<file path="src/rtl/clock_pkg.sv">
// Shared definitions for the front-panel time/alarm set sequencer:
// edit-state encodings, blink digit positions and default timing parameters.
package clock_pkg;

  typedef enum logic [2:0] {
    ST_RUN     = 3'd0,
    ST_SET_HR  = 3'd1,
    ST_SET_MIN = 3'd2,
    ST_ALM_HR  = 3'd3,
    ST_ALM_MIN = 3'd4
  } edit_state_e;

  localparam int DIG_MIN     = 0;
  localparam int DIG_MIN_TEN = 1;
  localparam int DIG_HR      = 2;
  localparam int DIG_HR_TEN  = 3;

  localparam int DEF_DWL           = 8;
  localparam int DEF_REPEAT_DELAY  = 50_000_000;
  localparam int DEF_REPEAT_PERIOD = 10_000_000;
  localparam int DEF_TIMEOUT       = 500_000_000;
  localparam int DEF_BLINK_HALF    = 25_000_000;

  function automatic logic is_edit_state(edit_state_e s);
    return (s == ST_SET_HR) || (s == ST_SET_MIN) ||
           (s == ST_ALM_HR) || (s == ST_ALM_MIN);
  endfunction

  function automatic logic is_hour_state(edit_state_e s);
    return (s == ST_SET_HR) || (s == ST_ALM_HR);
  endfunction

  function automatic logic is_min_state(edit_state_e s);
    return (s == ST_SET_MIN) || (s == ST_ALM_MIN);
  endfunction

  // MODE walks the ring; anything unrecognised lands back in RUN.
  function automatic edit_state_e next_mode_state(edit_state_e s);
    case (s)
      ST_RUN:     return ST_SET_HR;
      ST_SET_HR:  return ST_SET_MIN;
      ST_SET_MIN: return ST_ALM_HR;
      ST_ALM_HR:  return ST_ALM_MIN;
      default:    return ST_RUN;
    endcase
  endfunction

endpackage

</file>
<file path="src/rtl/time_set_controller_if.sv">
// Button inputs and clock-system/display outputs of the time set sequencer.
// The slave side is the controller; the master side drives the buttons.
interface time_set_controller_if #(
  parameter int DWL = 8
);
  logic           ModeBtn;
  logic           UpBtn;
  logic           MinInc;
  logic           HourInc;
  logic           AlarmSel;
  logic           ClockHold;
  logic [DWL-5:0] BlinkMask;
  logic [2:0]     EditState;

  modport master (
    output ModeBtn, UpBtn,
    input  MinInc, HourInc, AlarmSel, ClockHold, BlinkMask, EditState
  );

  modport slave (
    input  ModeBtn, UpBtn,
    output MinInc, HourInc, AlarmSel, ClockHold, BlinkMask, EditState
  );
endinterface

</file>
<file path="src/rtl/button_repeater.sv">
// Rising-edge detector with hold-to-repeat: one strobe on press, then after
// REPEAT_DELAY cycles of holding, one strobe every REPEAT_PERIOD cycles.
module button_repeater
  import clock_pkg::*;
#(
  parameter int REPEAT_DELAY  = DEF_REPEAT_DELAY,
  parameter int REPEAT_PERIOD = DEF_REPEAT_PERIOD
) (
  input  logic clk,
  input  logic rst,
  input  logic level_i,
  input  logic enable_i,
  input  logic clear_i,
  output logic edge_o,
  output logic strobe_o
);

  localparam int CW = $clog2(REPEAT_DELAY + 1);
  localparam logic [CW-1:0] CNT_FIRE   = CW'(REPEAT_DELAY);
  // Reloading here puts the next fire exactly REPEAT_PERIOD cycles later.
  localparam logic [CW-1:0] CNT_RELOAD = CW'(REPEAT_DELAY - REPEAT_PERIOD + 1);

  logic          level_prev_q;
  logic          lock_q, lock_d;
  logic [CW-1:0] cnt_q, cnt_d;
  logic          active;
  logic          fire_edge;
  logic          fire_repeat;

  assign active      = enable_i & ~clear_i;
  assign fire_edge   = level_i & ~level_prev_q & ~lock_q & active;
  assign fire_repeat = level_i & active & (cnt_q == CNT_FIRE);
  assign edge_o      = fire_edge;
  assign strobe_o    = fire_edge | fire_repeat;

  always_comb begin
    cnt_d  = cnt_q;
    lock_d = lock_q;

    // A press that was cleared or arrived while disabled stays dead until release.
    if ((clear_i | ~enable_i) & level_i) begin
      lock_d = 1'b1;
    end else if (!level_i) begin
      lock_d = 1'b0;
    end

    if (!active || !level_i) begin
      cnt_d = '0;
    end else if (fire_edge) begin
      cnt_d = CW'(1);
    end else if (cnt_q == CNT_FIRE) begin
      cnt_d = CNT_RELOAD;
    end else if (cnt_q != '0) begin
      cnt_d = cnt_q + 1'b1;
    end
  end

  always_ff @(posedge clk or posedge rst) begin
    if (rst) begin
      level_prev_q <= 1'b0;
      lock_q       <= 1'b1;
      cnt_q        <= '0;
    end else begin
      level_prev_q <= level_i;
      lock_q       <= lock_d;
      cnt_q        <= cnt_d;
    end
  end

endmodule

</file>
<file path="src/rtl/time_set_controller.sv">
// Front-panel edit sequencer: MODE steps RUN/SET/ALARM states, UP issues
// minute/hour increment strobes, with blink mask and idle timeout.
module time_set_controller
  import clock_pkg::*;
#(
  parameter int DWL           = DEF_DWL,
  parameter int REPEAT_DELAY  = DEF_REPEAT_DELAY,
  parameter int REPEAT_PERIOD = DEF_REPEAT_PERIOD,
  parameter int TIMEOUT       = DEF_TIMEOUT,
  parameter int BLINK_HALF    = DEF_BLINK_HALF
) (
  input  logic                  CLK,
  input  logic                  CLR,
  time_set_controller_if.slave  bus
);

  localparam int MW = DWL - 4;
  localparam int IW = $clog2(TIMEOUT + 1);
  localparam int BW = $clog2(BLINK_HALF + 1);
  localparam logic [IW-1:0] IDLE_LAST  = IW'(TIMEOUT - 1);
  localparam logic [BW-1:0] BLINK_LAST = BW'(BLINK_HALF - 1);

  edit_state_e   state_q, state_d;
  logic          mode_prev_q;
  logic          mode_armed_q;
  logic          mode_edge;
  logic [IW-1:0] idle_q, idle_d;
  logic [BW-1:0] blink_cnt_q, blink_cnt_d;
  logic          phase_q, phase_d;
  logic          min_inc_q, min_inc_d;
  logic          hour_inc_q, hour_inc_d;
  logic          alarm_sel_q, alarm_sel_d;
  logic          clock_hold_q, clock_hold_d;
  logic [MW-1:0] mask_q, mask_d;
  logic [MW-1:0] hour_digits;
  logic [MW-1:0] min_digits;
  logic          edit_active;
  logic          up_edge;
  logic          up_strobe;

  // MODE held through reset release must be seen low before it can count.
  assign mode_edge   = bus.ModeBtn & ~mode_prev_q & mode_armed_q;
  assign edit_active = is_edit_state(state_q);

  for (genvar gi = 0; gi < MW; gi++) begin : g_digit
    assign hour_digits[gi] = (gi == DIG_HR)  || (gi == DIG_HR_TEN);
    assign min_digits[gi]  = (gi == DIG_MIN) || (gi == DIG_MIN_TEN);
  end

  button_repeater #(
    .REPEAT_DELAY  (REPEAT_DELAY),
    .REPEAT_PERIOD (REPEAT_PERIOD)
  ) u_up_repeater (
    .clk      (CLK),
    .rst      (CLR),
    .level_i  (bus.UpBtn),
    .enable_i (edit_active),
    .clear_i  (mode_edge),
    .edge_o   (up_edge),
    .strobe_o (up_strobe)
  );

  always_comb begin
    state_d      = state_q;
    idle_d       = idle_q;
    blink_cnt_d  = blink_cnt_q;
    phase_d      = phase_q;
    mask_d       = '0;
    min_inc_d    = 1'b0;
    hour_inc_d   = 1'b0;
    alarm_sel_d  = 1'b0;
    clock_hold_d = 1'b0;

    if (mode_edge || !is_edit_state(state_q)) begin
      state_d = next_mode_state(state_q);
      if (!mode_edge && (state_q == ST_RUN)) begin
        state_d = ST_RUN;
      end
    end

    if (!edit_active || mode_edge || up_edge || bus.UpBtn) begin
      idle_d = '0;
    end else if (idle_q == IDLE_LAST) begin
      idle_d  = '0;
      state_d = ST_RUN;
    end else begin
      idle_d = idle_q + 1'b1;
    end

    if (state_d != state_q) begin
      blink_cnt_d = '0;
      phase_d     = 1'b0;
    end else if (blink_cnt_q == BLINK_LAST) begin
      blink_cnt_d = '0;
      phase_d     = ~phase_q;
    end else begin
      blink_cnt_d = blink_cnt_q + 1'b1;
    end

    // Blanking is suppressed while UP is held so the value being edited stays visible.
    if (phase_d && !bus.UpBtn) begin
      if (is_hour_state(state_d)) begin
        mask_d = hour_digits;
      end else if (is_min_state(state_d)) begin
        mask_d = min_digits;
      end
    end

    hour_inc_d   = up_strobe & is_hour_state(state_q);
    min_inc_d    = up_strobe & is_min_state(state_q);
    alarm_sel_d  = (state_d == ST_ALM_HR) || (state_d == ST_ALM_MIN);
    clock_hold_d = (state_d == ST_SET_HR) || (state_d == ST_SET_MIN);
  end

  always_ff @(posedge CLK or posedge CLR) begin
    if (CLR) begin
      state_q      <= ST_RUN;
      mode_prev_q  <= 1'b0;
      mode_armed_q <= 1'b0;
      idle_q       <= '0;
      blink_cnt_q  <= '0;
      phase_q      <= 1'b0;
      mask_q       <= '0;
      min_inc_q    <= 1'b0;
      hour_inc_q   <= 1'b0;
      alarm_sel_q  <= 1'b0;
      clock_hold_q <= 1'b0;
    end else begin
      state_q      <= state_d;
      mode_prev_q  <= bus.ModeBtn;
      mode_armed_q <= mode_armed_q | ~bus.ModeBtn;
      idle_q       <= idle_d;
      blink_cnt_q  <= blink_cnt_d;
      phase_q      <= phase_d;
      mask_q       <= mask_d;
      min_inc_q    <= min_inc_d;
      hour_inc_q   <= hour_inc_d;
      alarm_sel_q  <= alarm_sel_d;
      clock_hold_q <= clock_hold_d;
    end
  end

  assign bus.MinInc    = min_inc_q;
  assign bus.HourInc   = hour_inc_q;
  assign bus.AlarmSel  = alarm_sel_q;
  assign bus.ClockHold = clock_hold_q;
  assign bus.BlinkMask = mask_q;
  assign bus.EditState = state_q;

endmodule

</file>
<file path="src/flat_wrapper.sv">
// flat-port wrapper written by rule: the top's interface ports become plain ports
module time_set_controller_flat import clock_pkg::*;
#(
  parameter int DWL           = DEF_DWL,
  parameter int REPEAT_DELAY  = DEF_REPEAT_DELAY,
  parameter int REPEAT_PERIOD = DEF_REPEAT_PERIOD,
  parameter int TIMEOUT       = DEF_TIMEOUT,
  parameter int BLINK_HALF    = DEF_BLINK_HALF
)
  (CLK, CLR, bus_ModeBtn, bus_UpBtn, bus_MinInc, bus_HourInc, bus_AlarmSel, bus_ClockHold, bus_BlinkMask, bus_EditState);
  time_set_controller_if #(.DWL(DWL)) bus_i ();
  input  logic CLK;
  input  logic CLR;
  input wire logic [$bits(bus_i.ModeBtn)-1:0] bus_ModeBtn;
  input wire logic [$bits(bus_i.UpBtn)-1:0] bus_UpBtn;
  output wire logic [$bits(bus_i.MinInc)-1:0] bus_MinInc;
  output wire logic [$bits(bus_i.HourInc)-1:0] bus_HourInc;
  output wire logic [$bits(bus_i.AlarmSel)-1:0] bus_AlarmSel;
  output wire logic [$bits(bus_i.ClockHold)-1:0] bus_ClockHold;
  output wire logic [$bits(bus_i.BlinkMask)-1:0] bus_BlinkMask;
  output wire logic [$bits(bus_i.EditState)-1:0] bus_EditState;
  assign bus_i.ModeBtn = bus_ModeBtn;
  assign bus_i.UpBtn = bus_UpBtn;
  assign bus_MinInc = bus_i.MinInc;
  assign bus_HourInc = bus_i.HourInc;
  assign bus_AlarmSel = bus_i.AlarmSel;
  assign bus_ClockHold = bus_i.ClockHold;
  assign bus_BlinkMask = bus_i.BlinkMask;
  assign bus_EditState = bus_i.EditState;
  time_set_controller #(.DWL(DWL), .REPEAT_DELAY(REPEAT_DELAY), .REPEAT_PERIOD(REPEAT_PERIOD), .TIMEOUT(TIMEOUT), .BLINK_HALF(BLINK_HALF)) u_core (.CLK(CLK), .CLR(CLR), .bus(bus_i));
endmodule
</file>
<file path="config.mk">
export PLATFORM = sky130hd
export DESIGN_NAME = time_set_controller_flat
export DESIGN_NICKNAME = d
export VERILOG_FILES = /design/src/rtl/clock_pkg.sv /design/src/rtl/time_set_controller_if.sv /design/src/rtl/button_repeater.sv /design/src/rtl/time_set_controller.sv /design/src/flat_wrapper.sv
export SDC_FILE = /design/constraint.sdc
export NUM_CORES = 1
export LEC_CHECK = 0
export BUFFER_PORTS_ARGS = -buffer_cell sky130_fd_sc_hd__buf_2
export CAP_MARGIN = 20
export CORE_MARGIN = 3
export CORE_UTILIZATION = 25
export CTS_CLUSTER_DIAMETER = 50
export DETAILED_ROUTE_END_ITERATION = 8
export PLACE_DENSITY = 0.46
export RECOVER_POWER = 25
export REMOVE_ABC_BUFFERS = 1
export SLEW_MARGIN = 0
export SYNTH_ARGS = -nofsm -noshare
export SYNTH_HDL_FRONTEND = slang
export SYNTH_SLANG_ARGS = --single-unit
</file>
<file path="constraint.sdc">
create_clock -name CLK -period 5.6 [get_ports CLK]
set_input_delay 0.56 -clock CLK [delete_from_list [all_inputs] [get_ports CLK]]
set_output_delay 0.56 -clock CLK [all_outputs]
set_load 0.01 [all_outputs]
</file>
==> flow_summary.toml <==
[status]
status = "complete, but fails checks"
failed_checks = "capacitance limit, slew limit"

[detailed_routing]
drt_iter0_markers = 114
viasPerCell = 4.67
routed-wl-met2_um = 4540
wl_um = 9690
top_layer = "met4"
drcViolationCount = 0
drtPass1Iterations = 6
vias = 3439
met1_length_um = 4670
wl_met3_um = 295
antenna_left = 0
wl_per_cell_um = 13.2

[placed_design]
place_congestion = 0.788
dp_slack_ps = 2900
dpl-instance-area_um2 = 5060
hpwl_um = 6600
dp.cells = 719
port_buffers = 14

[clocking]
post_cts_buffers = 0
cts_tree = "built"
h-tree-depth = 3
worstSkewPairLatency_ps = 350
holdBufCountCts = 0
cts_num_sinks = 94
post_cts_resized = 0
clkSlewWorstSetupHoldPaths_ps = 70
cts_buffers = 9
ctsLongestPathBuffers = 2
cts_root_buffer = "clkbuf_16"

[synthesis]
synth_top_area_cell = "dfrtp_1"
netlist_instances = 490
synthTopCellsByCount = "94 x nor2_1, 93 x dfrtp_1, 42 x xnor2_1, 36 x xor2_1, 30 x nand3_1"
ys_seq_area_share_pct = 49.0
yosysTopAreaCellShare_pct = 48.4
yosysMostFrequentCell = "nor2_1"
yosys_register_bits = 94
ys.flop_type = "dfrtp_1"
synth-edff-count = 0
yosys_warnings = 0
synth_cell_type_count = 48
avgSynthCellArea_um2 = 9.81
netlist_area_um2 = 4810
synthArstFlopShare_pct = 100
synthTopCellsByArea = "dfrtp_1 48%, xnor2_1 7.7%, nor2_1 7.3%, xor2_1 6.6%, nand3_1 3.1%"

[layout]
finalNetCount = 505
drive_gt1_share_pct = 10.6
finalInstanceArea_um2 = 5360
antennaDiodeCount = 0
area_delta_synth_final_pct = 11.5
utilization_pct = 28.6
instances_no_fill = 736

[run]
cap_viol_max_count = 1

[timing]
period_share_pct = 47.1
fin_setup_tns_ps = 0
slew_headroom_pct = -3.26
rsz0062_at_grt = "no"
hold_viol_final = 0
period_minus_slack_ps = 2640
clock.fmax_ghz = 0.379
setup_violations = 0
skew_ps = 9.45
slew_violations = 27
fin_ws_ps = 2960
worst_pin_slew_ps = 1550

[worst_setup_path]
startpoint_type = "register"
cp_slowest_cell = "or2_1"
endpoint_kind = "register"
critPathMaxFanout = 28
critical_path_class = "register to register"
worstPathRequired_ps = 5780
cp.arrival_ps = 2820
cp_cell_sequence = "ha_1 -> nand3_1 -> or2_2 -> nor3_1 -> or2_1 -> nor2_1"
max_stage_delay_ps = 880

[die]
start_util_pct = 25.6
core_um2 = 18800
fp.dieArea_um2 = 20900
die_h_um = 145
die-width_um = 145
rows = 50
ioPinCount = 15

[pwr]
irDropWorstVdd_mv = 0.148
power.leakage_nw = 2.13
powerDensity_nw_per_um2 = 293

[grt]
grt_antenna_before_repair = 0
grt_usage_pct = 10.3
grt_pass1_vias = 3549
grt_max_degree = 81
grt_pass1_wl_um = 17300
overflow = 0

[hold_path]
holdCritPathClass = "input pin to asynchronous set/reset pin"
-- worst max-delay path, delay by kind of cell (launching register included) --
family	cells	cell delay, ps
adders and majority gates	1	230
DFF	1	380
and+or+nand+nor	5	1860
-- worst paths after layout --
check | cells past startpoint | endpoint | start | slack [ps]
min in group CLK | 1 | u_core.mode_prev_q$_DFF_PP0_ | bus_ModeBtn | 400
max in group asynchronous | 4 | u_core.u_up_repeater.lock_q$_DFFE_PP1P_ | CLR | 3400
hold / removal | 2 | u_core.idle_q[24]$_DFF_PP0_ | CLR | 290
setup reg to reg | 6 | u_core.idle_q[9]$_DFF_PP0_ | u_core.idle_q[0]$_DFF_PP0_ | 2960
setup / recovery | 6 | u_core.idle_q[9]$_DFF_PP0_ | u_core.idle_q[0]$_DFF_PP0_ | 2960
hold reg to reg | 1 | u_core.idle_q[0]$_DFF_PP0_ | u_core.idle_q[0]$_DFF_PP0_ | 480
-- layout make-up --
cell class	instances	area (µm²)
Clock inverter	6	52.6
Clock buffer	10	229
Inverter	11	42.5
Fill cell	1963	13400
Timing Repair Buffer	16	98.8
Multi-Input combinational cell	365	2290
Sequential cell	94	2350
Tap cell	234	293
-- state kept, by name, summed over array words and instances, names as in the netlist, 2 cells and up --
name,cells
u_core.idle_q,29
u_core.u_up_repeater.cnt_q,26
u_core.blink_cnt_q,25
u_core.bus.EditState,3
u_core.bus.BlinkMask,2
-- power breakdown --
part           switching [W]  leakage, nW  internal [W]
sequential         0.0000504         1.29      0.000718
combinational       0.000134        0.703     0.0000788
clock               0.000279        0.138      0.000309
-- kinds of logic after synthesis --
| logic type | share of synthesized area, % |
|---|---|
| xor gates and xnor gates | 14.2 |
| adders and majority gates | 1.04 |
| buffers and inverters | 3.38 |
| and+or+nand+nor | 30.4 |
| AOI/OAI and AO/OA | 1.80 |
| DFF | 49.0 |
| muxes | 0.208 |
-- per-stage QoR --
step	power, W	hold slack (ps)
final	0.00157	294
after detailed placement	0.000997	474
after global routing	0.00166	356
after global placement	0.000993	461
after CTS	0.00160	139
after floorplan	0.000922	448
-- routing by layer --
| layer | GRT usage (%) | vias to the layer above |
|---|---|---|
| met1 | 13.2 | 1688 |
| met5 | 0 | - |
| met2 | 16.8 | 41 |
| met3 | 2.37 | 14 |
| li1 | - | 1696 |
| met4 | 4.07 | 0 |
-- layout by cell type (no fill, tap or decap), types with 3 or more instances in the layout --
cell and count:
nand2_1 28, inv_6 3, nor3_1 19, nand3_1 30, nor4_2 8, buf_2 12, clkinv_4 3, inv_1 10
or2_2 4, nor4b_1 5, nor2_2 3, nand2b_1 4, nand4_1 22, nor2_1 94, xnor2_1 42, and4_1 7
nor3_2 3, or3_1 5, ha_1 4, a21oi_1 5, dfrtp_1 93, clkbuf_1 4, clkbuf_16 9, nor4_1 13
xor2_1 36, and3_1 7, and2_1 4
No activity file was read; power rests on OpenSTA's default activity.
